[src/rtl/iagc_status_hold_if.sv]
// -----------------------------------------------------------------------------
// iagc_status_hold_if
// Bus between the raw IAGC status source and the status-hold block.
//
// Signals:
//   i_iagc_status    : raw status code from the core FSM
//   i_clear_overflow : one-cycle pulse that clears o_overflow
//   o_status         : held status presented to the LED unit
//   o_fifo_level     : number of pending statuses (0..FIFO_DEPTH)
//   o_overflow       : sticky, a status was coalesced into a full queue
//   o_hold_state     : debug view of the display FSM (0 = IDLE, 1 = HOLD)
//
// Handshake: there is no valid/ready pair. The input status is sampled on
// every rising clock edge and a change against the previous sample is an
// implicit push. The outputs are registered and valid every cycle.
//
// Modports:
//   master : the status source / observer
//   slave  : the status-hold block
// -----------------------------------------------------------------------------
interface iagc_status_hold_if #(
  parameter int IAGC_STATUS_SIZE = 4,
  parameter int FIFO_ADDR        = 2
);
  logic [IAGC_STATUS_SIZE-1:0] i_iagc_status;
  logic                        i_clear_overflow;
  logic [IAGC_STATUS_SIZE-1:0] o_status;
  logic [FIFO_ADDR:0]          o_fifo_level;
  logic                        o_overflow;
  logic                        o_hold_state;

  modport master (
    output i_iagc_status,
    output i_clear_overflow,
    input  o_status,
    input  o_fifo_level,
    input  o_overflow,
    input  o_hold_state
  );

  modport slave (
    input  i_iagc_status,
    input  i_clear_overflow,
    output o_status,
    output o_fifo_level,
    output o_overflow,
    output o_hold_state
  );
endinterface

[src/rtl/iagc_status_hold.sv]
// -----------------------------------------------------------------------------
// iagc_status_hold
// Stretches short-lived IAGC core status codes so they are visible on an LED.
// Every change of the raw status is queued in a small FIFO; each queued status
// is then shown on o_status for at least HOLD_TICKS cycles.
//
// Ports:
//   i_clock : system clock, rising edge
//   i_reset : synchronous, active-low reset
//   bus     : iagc_status_hold_if.slave (status in, clear pulse, held status,
//             queue level, sticky overflow, FSM debug state)
//
// Optional feature macro: IAGC_STATUS_HOLD_ERROR_PRIORITY_EN
//   When defined, a change to CMD_ERROR (0110) flushes the queue and is shown
//   on the next edge, restarting the hold. When undefined, CMD_ERROR is
//   queued like any other status.
// -----------------------------------------------------------------------------
module iagc_status_hold #(
  parameter int IAGC_STATUS_SIZE = 4,
  parameter int HOLD_TICKS       = 10000000,
  parameter int FIFO_DEPTH       = 4,
  parameter int FIFO_ADDR        = 2
) (
  input logic          i_clock,
  input logic          i_reset,
  iagc_status_hold_if.slave bus
);

  localparam int CNT_W = $clog2(HOLD_TICKS);
  localparam logic [CNT_W-1:0]     CNT_LAST  = CNT_W'(HOLD_TICKS - 1);
  localparam logic [FIFO_ADDR:0]   LVL_FULL  = (FIFO_ADDR+1)'(FIFO_DEPTH);
  localparam logic [IAGC_STATUS_SIZE-1:0] ST_CMD_ERROR = IAGC_STATUS_SIZE'(6);

  typedef enum logic {
    ST_IDLE = 1'b0,
    ST_HOLD = 1'b1
  } state_t;

  state_t                      state_q, state_d;
  logic [IAGC_STATUS_SIZE-1:0] prev_q;
  logic [IAGC_STATUS_SIZE-1:0] mem [FIFO_DEPTH];
  logic [FIFO_ADDR-1:0]        wr_ptr_q, rd_ptr_q;
  logic [FIFO_ADDR:0]          level_q;
  logic [CNT_W-1:0]            cnt_q, cnt_d;
  logic [IAGC_STATUS_SIZE-1:0] status_q, status_d;
  logic                        ovf_q;

  logic push, pop, empty, full, err_push, write_new, coalesce;

  assign push  = (bus.i_iagc_status != prev_q);
  assign empty = (level_q == '0);
  assign full  = (level_q == LVL_FULL);

`ifdef IAGC_STATUS_HOLD_ERROR_PRIORITY_EN
  assign err_push = push && (bus.i_iagc_status == ST_CMD_ERROR);
`else
  assign err_push = 1'b0;
`endif

  // A push into a full queue with no pop replaces the newest entry, so the
  // latest core status always reaches the display eventually.
  assign write_new = push && !err_push && (!full || pop);
  assign coalesce  = push && !err_push && full && !pop;

  // Display FSM: next state, hold counter, displayed status and pop request.
  always_comb begin
    state_d  = state_q;
    cnt_d    = cnt_q;
    status_d = status_q;
    pop      = 1'b0;
    if (err_push) begin
      state_d  = ST_HOLD;
      cnt_d    = '0;
      status_d = ST_CMD_ERROR;
    end else begin
      case (state_q)
        ST_IDLE: begin
          if (!empty) begin
            pop      = 1'b1;
            status_d = mem[rd_ptr_q];
            cnt_d    = '0;
            state_d  = ST_HOLD;
          end
        end
        ST_HOLD: begin
          if (cnt_q == CNT_LAST) begin
            cnt_d = '0;
            if (!empty) begin
              // Back-to-back reload: next status shown with no idle gap.
              pop      = 1'b1;
              status_d = mem[rd_ptr_q];
            end else begin
              state_d = ST_IDLE;
            end
          end else begin
            cnt_d = cnt_q + CNT_W'(1);
          end
        end
        default: state_d = ST_IDLE;
      endcase
    end
  end

  always_ff @(posedge i_clock) begin
    if (!i_reset) begin
      state_q  <= ST_IDLE;
      cnt_q    <= '0;
      status_q <= '0;
      prev_q   <= '0;
      wr_ptr_q <= '0;
      rd_ptr_q <= '0;
      level_q  <= '0;
      ovf_q    <= 1'b0;
    end else begin
      state_q  <= state_d;
      cnt_q    <= cnt_d;
      status_q <= status_d;
      prev_q   <= bus.i_iagc_status;

      if (err_push) begin
        // Flush: the error is displayed directly, not queued.
        wr_ptr_q <= '0;
        rd_ptr_q <= '0;
        level_q  <= '0;
      end else begin
        if (write_new) wr_ptr_q <= wr_ptr_q + FIFO_ADDR'(1);
        if (pop)       rd_ptr_q <= rd_ptr_q + FIFO_ADDR'(1);
        if (write_new && !pop)      level_q <= level_q + (FIFO_ADDR+1)'(1);
        else if (pop && !write_new) level_q <= level_q - (FIFO_ADDR+1)'(1);
      end

      // Set wins over a simultaneous clear.
      if (coalesce)                  ovf_q <= 1'b1;
      else if (bus.i_clear_overflow) ovf_q <= 1'b0;
    end
  end

  // Storage needs no reset; occupancy is tracked by the pointers and level.
  always_ff @(posedge i_clock) begin
    if (i_reset) begin
      if (write_new)     mem[wr_ptr_q]                  <= bus.i_iagc_status;
      else if (coalesce) mem[wr_ptr_q - FIFO_ADDR'(1)] <= bus.i_iagc_status;
    end
  end

  assign bus.o_status     = status_q;
  assign bus.o_fifo_level = level_q;
  assign bus.o_overflow   = ovf_q;
  assign bus.o_hold_state = (state_q == ST_HOLD);

endmodule

[src/flat_wrapper.sv]
// flat-port wrapper written by rule: the top's interface ports become plain ports
module iagc_status_hold_flat 
#(
  parameter int IAGC_STATUS_SIZE = 4,
  parameter int HOLD_TICKS       = 10000000,
  parameter int FIFO_DEPTH       = 4,
  parameter int FIFO_ADDR        = 2
)
  (i_clock, i_reset, bus_i_iagc_status, bus_i_clear_overflow, bus_o_status, bus_o_fifo_level, bus_o_overflow, bus_o_hold_state);
  iagc_status_hold_if #(.IAGC_STATUS_SIZE(IAGC_STATUS_SIZE), .FIFO_ADDR(FIFO_ADDR)) bus_i ();
  input logic i_clock;
  input logic i_reset;
  input wire logic [$bits(bus_i.i_iagc_status)-1:0] bus_i_iagc_status;
  input wire logic [$bits(bus_i.i_clear_overflow)-1:0] bus_i_clear_overflow;
  output wire logic [$bits(bus_i.o_status)-1:0] bus_o_status;
  output wire logic [$bits(bus_i.o_fifo_level)-1:0] bus_o_fifo_level;
  output wire logic [$bits(bus_i.o_overflow)-1:0] bus_o_overflow;
  output wire logic [$bits(bus_i.o_hold_state)-1:0] bus_o_hold_state;
  assign bus_i.i_iagc_status = bus_i_iagc_status;
  assign bus_i.i_clear_overflow = bus_i_clear_overflow;
  assign bus_o_status = bus_i.o_status;
  assign bus_o_fifo_level = bus_i.o_fifo_level;
  assign bus_o_overflow = bus_i.o_overflow;
  assign bus_o_hold_state = bus_i.o_hold_state;
  iagc_status_hold #(.IAGC_STATUS_SIZE(IAGC_STATUS_SIZE), .HOLD_TICKS(HOLD_TICKS), .FIFO_DEPTH(FIFO_DEPTH), .FIFO_ADDR(FIFO_ADDR)) u_core (.i_clock(i_clock), .i_reset(i_reset), .bus(bus_i));
endmodule
[config.mk]
export PLATFORM = sky130hd
export DESIGN_NAME = iagc_status_hold_flat
export DESIGN_NICKNAME = d
export VERILOG_FILES = /design/src/rtl/iagc_status_hold_if.sv /design/src/rtl/iagc_status_hold.sv /design/src/flat_wrapper.sv
export SDC_FILE = /design/constraint.sdc
export NUM_CORES = 1
export LEC_CHECK = 0
export BUFFER_PORTS_ARGS = -buffer_cell sky130_fd_sc_hd__buf_2
export CORE_MARGIN = 4
export CORE_UTILIZATION = 63
export CTS_BUF_LIST = sky130_fd_sc_hd__clkbuf_8
export CTS_CLUSTER_DIAMETER = 200
export DETAILED_ROUTE_END_ITERATION = 8
export PLACE_DENSITY = 0.79
export SYNTH_ARGS = -nofsm -noshare
export SYNTH_HDL_FRONTEND = slang
export SYNTH_SLANG_ARGS = --single-unit
export TNS_END_PERCENT = 20
[constraint.sdc]
create_clock -name i_clock -period 3.7 [get_ports i_clock]
set_input_delay 0.185 -clock i_clock [delete_from_list [all_inputs] [get_ports i_clock]]
set_output_delay 0.185 -clock i_clock [all_outputs]
set_load 0.02 [all_outputs]
== Word level (Yosys, flattened, before mapping) ==
Memories as Yosys holds them, arrays and structs flattened. A register that Yosys moved wholly into a read port is not among the register bits.
Cells that the tools add are included.

* Word-level logic and storage cells: 61
* Output and inout bits: 9
* Flip-flop bits (word level): 41
* Bits in writable memories: 16
* Memories kept: 1

* Reduce and logical (&&, ||, !) cells: 13
* Add/subtract/negate cells: 6
* Eq/ne operators: 5
* Muxes and demuxes: 27
* Bitwise operators: 1

{| class="wikitable"
|+ Memory list
! name !! words !! width !! rd ports !! clocked after Yosys merged registers in !! write ports !! RTL line !! source
|-
| u_core.mem || 4 || 4 || 1 || 1 || 1 || iagc_status_hold.sv:41 || <nowiki>logic [IAGC_STATUS_SIZE-1:0] mem [FIFO_DEPTH];</nowiki>
|}

{| class="wikitable"
|+ Operators by type and width
! cell !! number
|-
| 24-bit 2-to-1 mux || 2
|-
| 24-bit one-hot mux with 2 select lines || 1
|-
| 24-bit by 1-bit adder with 24-bit output (second input constant) || 1
|-
| 24-bit == test (second input constant) || 1
|-
| 1-bit 2-to-1 mux || 13
|-
| 4-bit 2-to-1 mux || 3
|-
| 4-bit one-hot mux with 2 select lines || 1
|-
| 2-bit 2-to-1 mux || 3
|-
| 3-bit 2-to-1 mux || 2
|-
| 1-bit logical AND || 5
|-
| 2-bit by 1-bit adder with 2-bit output (second input constant) || 2
|-
| 2-bit != test (second input constant) || 2
|-
| 4-bit != test || 1
|-
| 1-bit one-hot mux with 2 select lines || 2
|-
| 2-bit nonzero test || 2
|-
| 4-bit OR reduction || 1
|-
| 3-bit by 1-bit adder with 3-bit output (second input constant) || 1
|-
| 3-bit == test (second input constant) || 1
|-
| 1-bit zero test || 3
|-
| 3-bit zero test || 1
|-
| 3-bit by 1-bit subtractor with 3-bit output (second input constant) || 1
|-
| 2-bit by 1-bit subtractor with 2-bit output (second input constant) || 1
|-
| 1-bit logical OR || 1
|-
| 1-bit NOT || 1
|}

== Depth between registers and ports, before layout ==
Gate-level depths: netlist of the first run.

* Depth after elaboration: 12
* Depth in mapped cells: 14

== Worst setup path before layout of the first run ==
OpenSTA, ideal clock, no wires.

* Kind: flip-flop to flip-flop
* Start point: register u_core.cnt_q[0]
* End point: register u_core.level_q[2], in the netlist u_core.bus.o_fifo_level[2]
* Setup slack: 609 ps
* Setup time: 70 ps
* Stages on the path, launching flop included: 12
* Path buffers: 0
* Period minus slack after synthesis: 3,091 ps
* Arrival: 3,021 ps
* Path through: dfxtp_1 -> ha_1 -> nand3_2 -> or4_4 -> o211ai_1 -> and2_1 -> ha_1 -> inv_1 -> fa_1 -> xor2_1 -> or3_1 -> a21oi_1

* Word-level cells in the longest chain between the ends: 8
* Elaborated cells between the ends (all ways): 11

{| class="wikitable"
|+ Ends and longest elaborated chain
! item !! RTL line !! source
|-
| start, declared || iagc_status_hold.sv:44 || <nowiki>logic [CNT_W-1:0] cnt_q, cnt_d;</nowiki>
|-
| start signal, assigned || iagc_status_hold.sv:116 || <nowiki>cnt_q <= cnt_d;</nowiki>
|-
| 24-bit == test (*) || iagc_status_hold.sv:86 || <nowiki>if (cnt_q == CNT_LAST) begin</nowiki>
|-
| 1-bit 2-to-1 mux (*) || iagc_status_hold.sv:86 ||
|-
| 1-bit one-hot mux with 2 select lines (*) || iagc_status_hold.sv:76 || <nowiki>case (state_q)</nowiki>
|-
| 1-bit logical OR (*) || iagc_status_hold.sv:62 || <nowiki>assign write_new = push && !err_push && (!full || pop);</nowiki>
|-
| 1-bit logical AND (*) || iagc_status_hold.sv:62 ||
|-
| net u_core.write_new || iagc_status_hold.sv:48 || <nowiki>logic push, pop, empty, full, err_push, write_new, coalesce;</nowiki>
|-
| 1-bit zero test || iagc_status_hold.sv:129 || <nowiki>else if (pop && !write_new) level_q <= level_q - (FIFO_ADDR+1)'(1);</nowiki>
|-
| 1-bit logical AND || iagc_status_hold.sv:129 ||
|-
| 2-bit nonzero test (no line) || n/a ||
|-
| end signal, assigned || iagc_status_hold.sv:128 || <nowiki>if (write_new && !pop) level_q <= level_q + (FIFO_ADDR+1)'(1);</nowiki>
|-
| end signal, assigned || iagc_status_hold.sv:129 ||
|-
| end, declared || iagc_status_hold.sv:43 || <nowiki>logic [FIFO_ADDR:0] level_q;</nowiki>
|}

The timed path passes the listed nets; every way through them passes the cells marked *.
A chain may end at the register's enable or synchronous reset.

== Worst setup path in the final report of the first run ==
Ends and elaborated chain as after synthesis.

==> metrics.txt, run 1 <==
status complete, no violations; GR Overflow Total 0; Die H 74.01 um; ys flop type dfxtp_1; Layout Skew 0.008481 ns; DRC marker count from the first detailed-route iteration 213; number of synthesized flops with an enable pin 16; CP arrival 3.49 ns; Slew Limit Fails 0; Synth top area share 31.36%; GR peak layer met2; antenna-violating nets left 0; post-DP HPWL 3969 um; Clock Tree Buf Depth 2; area grow syn2layout 12.90%; CTS tree done; via count 2287; setup TNS 0 ns; initial core utilization 66.71%; synth warn 0; GP Congestion 0.7954; layout cells sized above 1 15.31%; fill count 288; Slew @ Worst Pin 0.9331 ns; drt wl/cell 16.82 um; fin crit period 3.225 ns; worst-path maximum fanout 8; core area 4115 um^2; I/O pin count 16; net count after synthesis 293; worst-skew pair later-pin latency 0.35 ns; Worst Path Class, Setup reg2reg; peak supply drop 535.0 uV; n_diodes 0; Reg clk slew, reported paths 0.07 ns; overall power 0.001988 W; global-route wire length before repair 10690 um; drt via density 6.406; Post-synth ARST share 0%; initial antenna violation count 0; Post-Syn Area 2745 um^2; final setup vio count 0; CTS root buf clkbuf_8; total clock sinks 59; vias in the first global route 2265; Tcrit/Tclk final 87.16%; FMAX 310.1 MHz; GRT met2 Usage 40.16%; sequential-to-total area share from yosys stat 48.86%; Post-layout nets 312; final wirelength 6006 um; grt met1 use 34.40%; Final Core Density 75.31%; # rows 23; Global Route Usage Sum 26.12%; CTS H-tree lvls 3; Worst slew margin 37.72%; crit path capture type flip-flop; max_cap viols 0; Leak 1.097 nW; RSZ-0062 raised after global routing no; required time of the critical path 3.97 ns; design area 3099 um^2; drc violations 0; most frequent cells after synthesis 43 x dfxtp_1, 27 x nand3_1, 21 x o21ai_0; Final Hold Viols 0; dominant cell type by area after synthesis dfxtp_1; PwrDens 641.3 nW/um^2; grt met3 use 7.703%; largest cells by area after synthesis dfxtp_1 31%, edfxtp_1 18%, nand3_1 4.9%; die area 5477 um^2; TritonRoute pass-1 iters 5; syn avg cell area 9.700 um^2; CTS Hold Bufs 0; post-cts resize count 0; number of synthesized register bits 59; chip width 74.01 um; Placed Area 2880 um^2; Critical Path Start Type flip-flop; cts bufs inserted 9; largest net degree at the start of global routing 35; top-count cell post-synth dfxtp_1; Tightest Hold Check Type in2reg; number of I/O port buffers 15; Synth Instances 283; Yosys cell types 48; post-CTS setup buffers 0
[where the power goes]
part | internal (W) | total, W | switching (W)
registers | 0.000742 | 0.000823 | 0.0000808
clock network | 0.000392 | 0.000647 | 0.000255
logic | 0.000195 | 0.000517 | 0.000322
total | 0.00133 | 0.00199 | 0.000658
[cells by family after synthesis]
kind of cell,count (synthesis),synth area share [%]
flops,59,48.86
mux,7,4.376
xor+xnor,13,4.148
fa+ha+maj,3,1.641
buf+inv,21,3.190
compound gates,54,11.71
simple gates,126,26.07
[per-layer routing]
metal  vias up  wire length [um]
li1       1108                 -
met5         -                 0
met1      1089              2708
met4         0                83
met2        81              2812
met3         9               402
[flip-flops by register name, indices dropped and copies added (netlist names), named ones only]
signal and cells:
u_core.cnt_q 24, u_core.mem 16, u_core.bus.o_status 4, u_core.prev_q 4, u_core.bus.o_fifo_level 3, u_core.rd_ptr_q 2
u_core.wr_ptr_q 2, u_core.bus.o_hold_state 1, u_core.bus.o_overflow 1
[worst paths after layout]
kind | depth (start not counted) | end | startpoint | slack [ns]
worst max-delay path | 12 | u_core.bus.o_fifo_level[2] | u_core.cnt_q[0] | 0.47
worst min-delay path | 1 | u_core.mem[3][0] | bus_i_iagc_status[0] | 0.11
worst max register to register | 12 | u_core.bus.o_fifo_level[2] | u_core.cnt_q[0] | 0.47
worst min register to register | 2 | u_core.bus.o_status[0] | u_core.bus.o_status[0] | 0.49
[stage by stage]
stage | setup slack, ns | cells | hold slack, ns
after CTS | 0.4682 | 357 | 0.09043
after global routing | 0.2558 | 357 | 0.08459
final | 0.4749 | 357 | 0.1051
after detailed placement | 0.5287 | 341 | 0.4545
after global placement | 0.6078 | 341 | 0.4456
after floorplan | 0.6085 | 283 | 0.2839
[cells in the final DEF (no fill, tap or decap), drive strengths merged, types with 8 or more instances in the layout]
master and count:
nor2 19, buf 22, nand4 15, edfxtp 16, dfxtp 43, nand2 18
clkbuf 10, nand3 29, a21oi 17, o21ai 21, inv 8
[layout make-up]
cell class	instances	area, um^2	area share (%)
well taps	50	62.56	2.019
multi-input cells	203	1323	42.67
inverters	7	26.28	0.8478
repair buffers	22	127.6	4.118
flip-flops and latches	59	1341	43.28
clock inverters	6	81.33	2.624
clock buffers	10	137.6	4.441
[critical path, stage by stage (launching register included)]
cell and delay, ns:
dfxtp_1 0.42, ha_1 0.23, nand3_2 0.17, or4_4 0.57
o211ai_1 0.19, buf_4 0.18, and2_1 0.15, ha_1 0.19
inv_1 0.06, fa_1 0.38, xor2_1 0.17, or3_1 0.31
a21oi_1 0.14
Power figures use the tool's default switching activity.
==> run 2: changes to the inputs <==
--- a/config.mk
+++ b/config.mk
@@ -6,7 +6,6 @@
 export NUM_CORES = 1
 export LEC_CHECK = 0
 export BUFFER_PORTS_ARGS = -buffer_cell sky130_fd_sc_hd__buf_2
-export CORE_MARGIN = 4
 export CORE_UTILIZATION = 63
 export CTS_BUF_LIST = sky130_fd_sc_hd__clkbuf_8
 export CTS_CLUSTER_DIAMETER = 200
==> run 2 against run 1 <==
Fmax up 1.2%. Power is 2.6% lower. Via count fell by 0.96%. Cell count down 0.56%. Worst setup slack improved by 0.039 ns. Critical endpoint unchanged.
==> metrics.txt, run 2 (same netlist as run 1, synthesis figures left out) <==
setup TNS 0 ns (unchanged); # rows 23 (unchanged); total clock sinks 59 (unchanged); peak supply drop 509.1 uV (-4.8%); initial antenna violation count 0 (unchanged); Die H 68.01 um (-8.1%); antenna-violating nets left 0 (unchanged); CTS H-tree lvls 3 (unchanged); required time of the critical path 3.95 ns (-0.02 ns); final wirelength 5806 um (-3.3%); post-CTS setup buffers 0 (unchanged); Top Registers u_core.cnt_q (24), u_core.mem (16); Largest register FFs 24 (unchanged); drc violations 0 (unchanged); Slew Limit Fails 0 (unchanged); Tcrit/Tclk final 86.10% (-1.1 points); TritonRoute pass-1 iters 5 (unchanged); crit path capture type flip-flop; drt via density 6.380 (-0.40%); crit-path most repeated cell ha_1; max_cap viols 0 (unchanged); global-route wire length before repair 9335 um (-13%); DRC marker count from the first detailed-route iteration 203 (-4.7%); I/O pin count 16 (unchanged); sequential power share 42.4% (+1.0 points); PwrDens 630.3 nW/um^2 (-1.7%); status complete, no violations; layout cells sized above 1 14.43% (-0.88 points); grt met1 use 36.61% (+2.2 points); Gate power share 26.0% (about the same); Leak 1.077 nW (-1.8%); Reg clk slew, reported paths 0.06 ns (about the same); Critical path origin u_core.cnt_q[0]; Layout Skew 0.005413 ns (-0.003067 ns); GR Overflow Total 0 (unchanged); Sw Share 32.49% (-0.62 points); GR peak layer met2; CTS Hold Bufs 0 (unchanged); FMAX 313.9 MHz (+1.2%); critical path's largest stage delay 0.57 ns (about the same); Critical Path Start Type flip-flop; die area 4625 um^2 (-16%); hold path start bus_i_iagc_status[1]; grt met3 use 7.500% (-0.20 points); Post-layout nets 310 (-0.64%); Pint 0.001307 W (-1.7%); Final Hold Viols 0 (unchanged); r2r startpoint u_core.cnt_q[0]; most frequent cells in the layout 43 x dfxtp_1, 27 x nand3_1, 21 x o21ai_0; NetSw 0.0006293 W (-4.4%); number of I/O port buffers 15 (unchanged); Tightest Hold Check Type in2reg; drt wl/cell 16.35 um (-2.8%); initial core utilization 67.18% (+0.47 points); Clock Tree Buf Depth 2 (unchanged); Critical-path top delay cell or4_4; Cells on Worst Hold Path 1 (unchanged); Reg2Reg Depth 12 (unchanged); clock power share 31.6% (-1.0 points); core area 4086 um^2 (-0.70%); vias in the first global route 1949 (-14%); final setup vio count 0 (unchanged); chip width 68.01 um (-8.1%); CP arrival 3.43 ns (-0.06 ns); GRT met2 Usage 44.49% (+4.3 points); GP Congestion 0.8039 (+1.1%); cts bufs inserted 9 (unchanged); via count 2265 (-0.96%); worst-path maximum fanout 8 (unchanged); n_diodes 0 (unchanged); Global Route Usage Sum 28.08% (+2.0 points); crit-path cells ha_1 > nand3_2 > or4_4 > o211ai_1 > buf_4 > and2_1 > ha_1 > inv_1 > fa_1 > xor2_1 > or3_1 > a21oi_1; Worst slew margin 35.50% (-2.2 points); Biggest register u_core.cnt_q; Hold Worst Slack 0.1276 ns (+0.02244 ns); most common cell after layout, fill and taps aside dfxtp_1; post-DP HPWL 3867 um (-2.6%); fill count 287 (-0.35%); post-cts resize count 0 (unchanged); area grow syn2layout 11.94%; CTS tree done; fin crit period 3.186 ns (-0.03944 ns); RSZ-0062 raised after global routing no; largest net degree at the start of global routing 35 (unchanged); worst-skew pair later-pin latency 0.33 ns (-0.02 ns); Slew @ Worst Pin 0.9665 ns (+0.03331 ns); Worst Path Class, Setup reg2reg; CTS root buf clkbuf_8
-- run 2: routing by layer --
layer / up-vias / part of all wire, %
met5: - / 0
met1: 1087 / 47
met4: 0 / 1.3
met3: 8 / 4.4
li1: 1106 / -
met2: 64 / 48
-- run 2: final cells by class --
type	count	area, um^2	share of cell area (%)
Clock buffer	9	123.9	4.031
Clock inverter	7	83.83	2.728
Inverter	7	26.28	0.8550
Multi-Input combinational cell	203	1323	43.04
Sequential cell	59	1341	43.65
Tap cell	50	62.56	2.036
Timing Repair Buffer	20	112.6	3.664
-- run 2: metrics by stage --
stage / setup slack (ns) / instance area [um^2] / cells / power [W] / utilization, %
floorplan: 0.6085 / 2745 / 283 / 0.001172 / -
global placement: 0.6160 / 2865 / 339 / 0.001318 / 70.12
detailed placement: 0.5219 / 2865 / 339 / 0.001334 / 70.12
CTS: 0.5063 / 3073 / 355 / 0.001943 / 75.20
global route: 0.2862 / 3073 / 355 / 0.002038 / 75.20
finish: 0.5144 / 3073 / 355 / 0.001937 / 75.20
-- run 2: power groups by stage --
stage               Clock (W)  Combinational, W  Sequential (W)
floorplan                   0          0.000329        0.000843
global placement            0          0.000489        0.000828
detailed placement          0          0.000501        0.000833
CTS                  0.000620          0.000501        0.000821
global route         0.000645          0.000559        0.000834
finish               0.000612          0.000504        0.000821
-- run 2: worst paths after layout --
check | slack (ns) | endpoint
worst min-delay path | 0.13 | u_core.mem[1][1]
worst min register to register | 0.47 | u_core.bus.o_status[1]
worst max-delay path | 0.51 | u_core.bus.o_fifo_level[2]
worst max register to register | 0.51 | u_core.bus.o_fifo_level[2]
-- run 2: worst max-delay path, delay by kind of cell (launching register included) --
kind / cells / cell delay, ns
flip-flops: 1 / 0.40
AND/OR/NAND/NOR: 4 / 1.20
buffers and inverters: 2 / 0.23
XOR/XNOR: 1 / 0.16
adder cells (fa/ha/maj): 3 / 0.78
AO/OA/AOI/OAI: 2 / 0.33
==> run 3: changes to the inputs <==
==> constraint.sdc (replaced) <==
create_clock -name i_clock -period 3.7 [get_ports i_clock]
set_input_delay 0 -clock i_clock [delete_from_list [all_inputs] [get_ports i_clock]]
set_output_delay 0 -clock i_clock [all_outputs]
set_load 0.02 [all_outputs]
==> run 3 against run 2 <==
Worst hold slack better by 0.093 ns. Sequential cell count unchanged. Fmax about the same. Global-route usage up 0.99 points. Worst setup slack about the same. Combinational power about the same. Non-clock buffer count up 5. Die area unchanged. Critical endpoint unchanged.
==> metrics.txt, run 3 (same netlist as run 1, synthesis figures left out) <==
final worst slack 0.5147 ns (+0.0003250 ns); initial antenna violation count 0 (unchanged); cts bufs inserted 9 (unchanged); setup TNS 0 ns (unchanged); Slew Limit Fails 0 (unchanged); max_cap viols 0 (unchanged); CP arrival 3.43 ns (about the same); Gate power share 26.1% (about the same); fin crit period 3.185 ns (-0.0003250 ns); die area 4625 um^2 (unchanged); post-DP HPWL 3867 um (unchanged); GP Congestion 0.8039 (unchanged); Global Route Usage Sum 29.07% (+0.99 points); # rows 23 (unchanged); global-route wire length before repair 9528 um (+2.1%); Die H 68.01 um (unchanged); most frequent cells in the layout 43 x dfxtp_1, 27 x nand3_1, 21 x o21ai_0; Reg clk slew, reported paths 0.06 ns (about the same); Slew @ Worst Pin 0.9615 ns (-0.004936 ns); crit path capture type flip-flop; number of I/O port buffers 15 (unchanged); Critical Path Start Type flip-flop; Worst Path Class, Setup reg2reg; required time of the critical path 3.95 ns (about the same); Post-layout nets 315 (+1.6%); total clock sinks 59 (unchanged); Final Hold Viols 0 (unchanged); status complete, no violations; I/O pin count 16 (unchanged); Clock Tree Buf Depth 2 (unchanged); DRC marker count from the first detailed-route iteration 203 (unchanged); Biggest register u_core.cnt_q; drt wl/cell 16.58 um (+1.3%); worst-path maximum fanout 8 (unchanged); post-cts resize count 0 (unchanged); clock power share 31.6% (about the same); Worst slew margin 35.83% (+0.33 points); sequential power share 42.3% (about the same); via count 2275 (+0.44%); FMAX 313.9 MHz (about the same); Layout Skew 0.006015 ns (+0.0006016 ns); largest net degree at the start of global routing 35 (unchanged); PwrDens 621.9 nW/um^2 (-1.3%); layout cells sized above 1 14.19% (-0.23 points); CTS H-tree lvls 3 (unchanged); Sw Share 32.50% (about the same); drt via density 6.319 (-0.95%); worst-skew pair later-pin latency 0.33 ns (about the same); CTS root buf clkbuf_8; core area 4086 um^2 (unchanged); n_diodes 0 (unchanged); Top Registers u_core.cnt_q (24), u_core.mem (16); Pint 0.001311 W (+0.26%); dpl ws 0.5219 ns (unchanged); NetSw 0.0006313 W (+0.32%); GR Overflow Total 0 (unchanged); Leak 1.098 nW (+1.9%); area grow syn2layout 13.76%; vias in the first global route 1981 (+1.6%); most common cell after layout, fill and taps aside dfxtp_1; drc violations 0 (unchanged); Largest register FFs 24 (unchanged); TritonRoute pass-1 iters 4 (-1); Tightest Hold Check Type in2reg; final setup vio count 0 (unchanged); CTS tree done; Tcrit/Tclk final 86.09% (about the same); peak supply drop 507.6 uV (-0.28%); antenna-violating nets left 0 (unchanged); chip width 68.01 um (unchanged); initial core utilization 67.18% (unchanged); final wirelength 5967 um (+2.8%); RSZ-0062 raised after global routing no
## run 3: cell count changes in the layout (fill, tap and decap cells not counted), sizes merged
cell	before	now
dlygate4sd3	0	5
## run 3: what timing repair did
| item | CTS | global route |
|---|---|---|
| buffers inserted | 0 | 0 |
| hold buffers | 5 | 0 |
| endpoints found under the hold margin | 21 | 0 |
| endpoints found under the setup margin | 0 | 0 |
## run 3: cell type report
class	count	area, um^2
inverters	7	26.28
flip-flops and latches	59	1341
well taps	50	62.56
clock buffers	9	123.9
multi-input cells	203	1323
clock inverters	7	83.83
fillers	281	963.4
repair buffers	25	162.7
## run 3: power groups by stage
stage	clock (W)	sequential [W]	combinational (W)
after detailed placement	0	0.000833	0.000501
after global placement	0	0.000828	0.000489
after CTS	0.000620	0.000821	0.000506
final	0.000615	0.000821	0.000507
after global routing	0.000647	0.000835	0.000565
after floorplan	0	0.000843	0.000329
## run 3: per-layer routing
metal / wire length (um) / track usage (%) / vias to the layer above
met1: 2531 / 37.25 / 1056
li1: - / - / 1111
met2: 2794 / 44.49 / 93
met3: 453 / 8.500 / 15
met5: 0 / 0 / -
met4: 188 / 14.58 / 0
## run 3: worst max-delay path, cell delays in order, from the launching register on
cell      delay, ns
dfxtp_1        0.40
ha_1           0.22
nand3_2        0.17
or4_4          0.57
o211ai_1       0.18
buf_4          0.17
and2_1         0.15
ha_1           0.19
inv_1          0.06
fa_1           0.37
xor2_1         0.16
or3_1          0.31
a21oi_1        0.14
## run 3: final timing paths
path	depth (start not counted)	startpoint	slack (ns)	end
worst min-delay path	3	i_reset	0.22	u_core.wr_ptr_q[0]
worst max-delay path	12	u_core.cnt_q[0]	0.51	u_core.bus.o_fifo_level[2]
worst max register to register	12	u_core.cnt_q[0]	0.51	u_core.bus.o_fifo_level[2]
worst min register to register	2	u_core.bus.o_status[1]	0.48	u_core.bus.o_status[1]
## run 3: stage by stage
stage	utilization (%)	hold slack [ns]	total power, W	std cells	area [um^2]
after floorplan	-	0.09887	0.001172	283	2745
after global placement	70.12	0.2684	0.001318	339	2865
after detailed placement	70.12	0.2708	0.001334	339	2865
after CTS	76.42	0.1942	0.001947	360	3123
after global routing	76.42	0.2348	0.002047	360	3123
final	76.42	0.2201	0.001942	360	3123
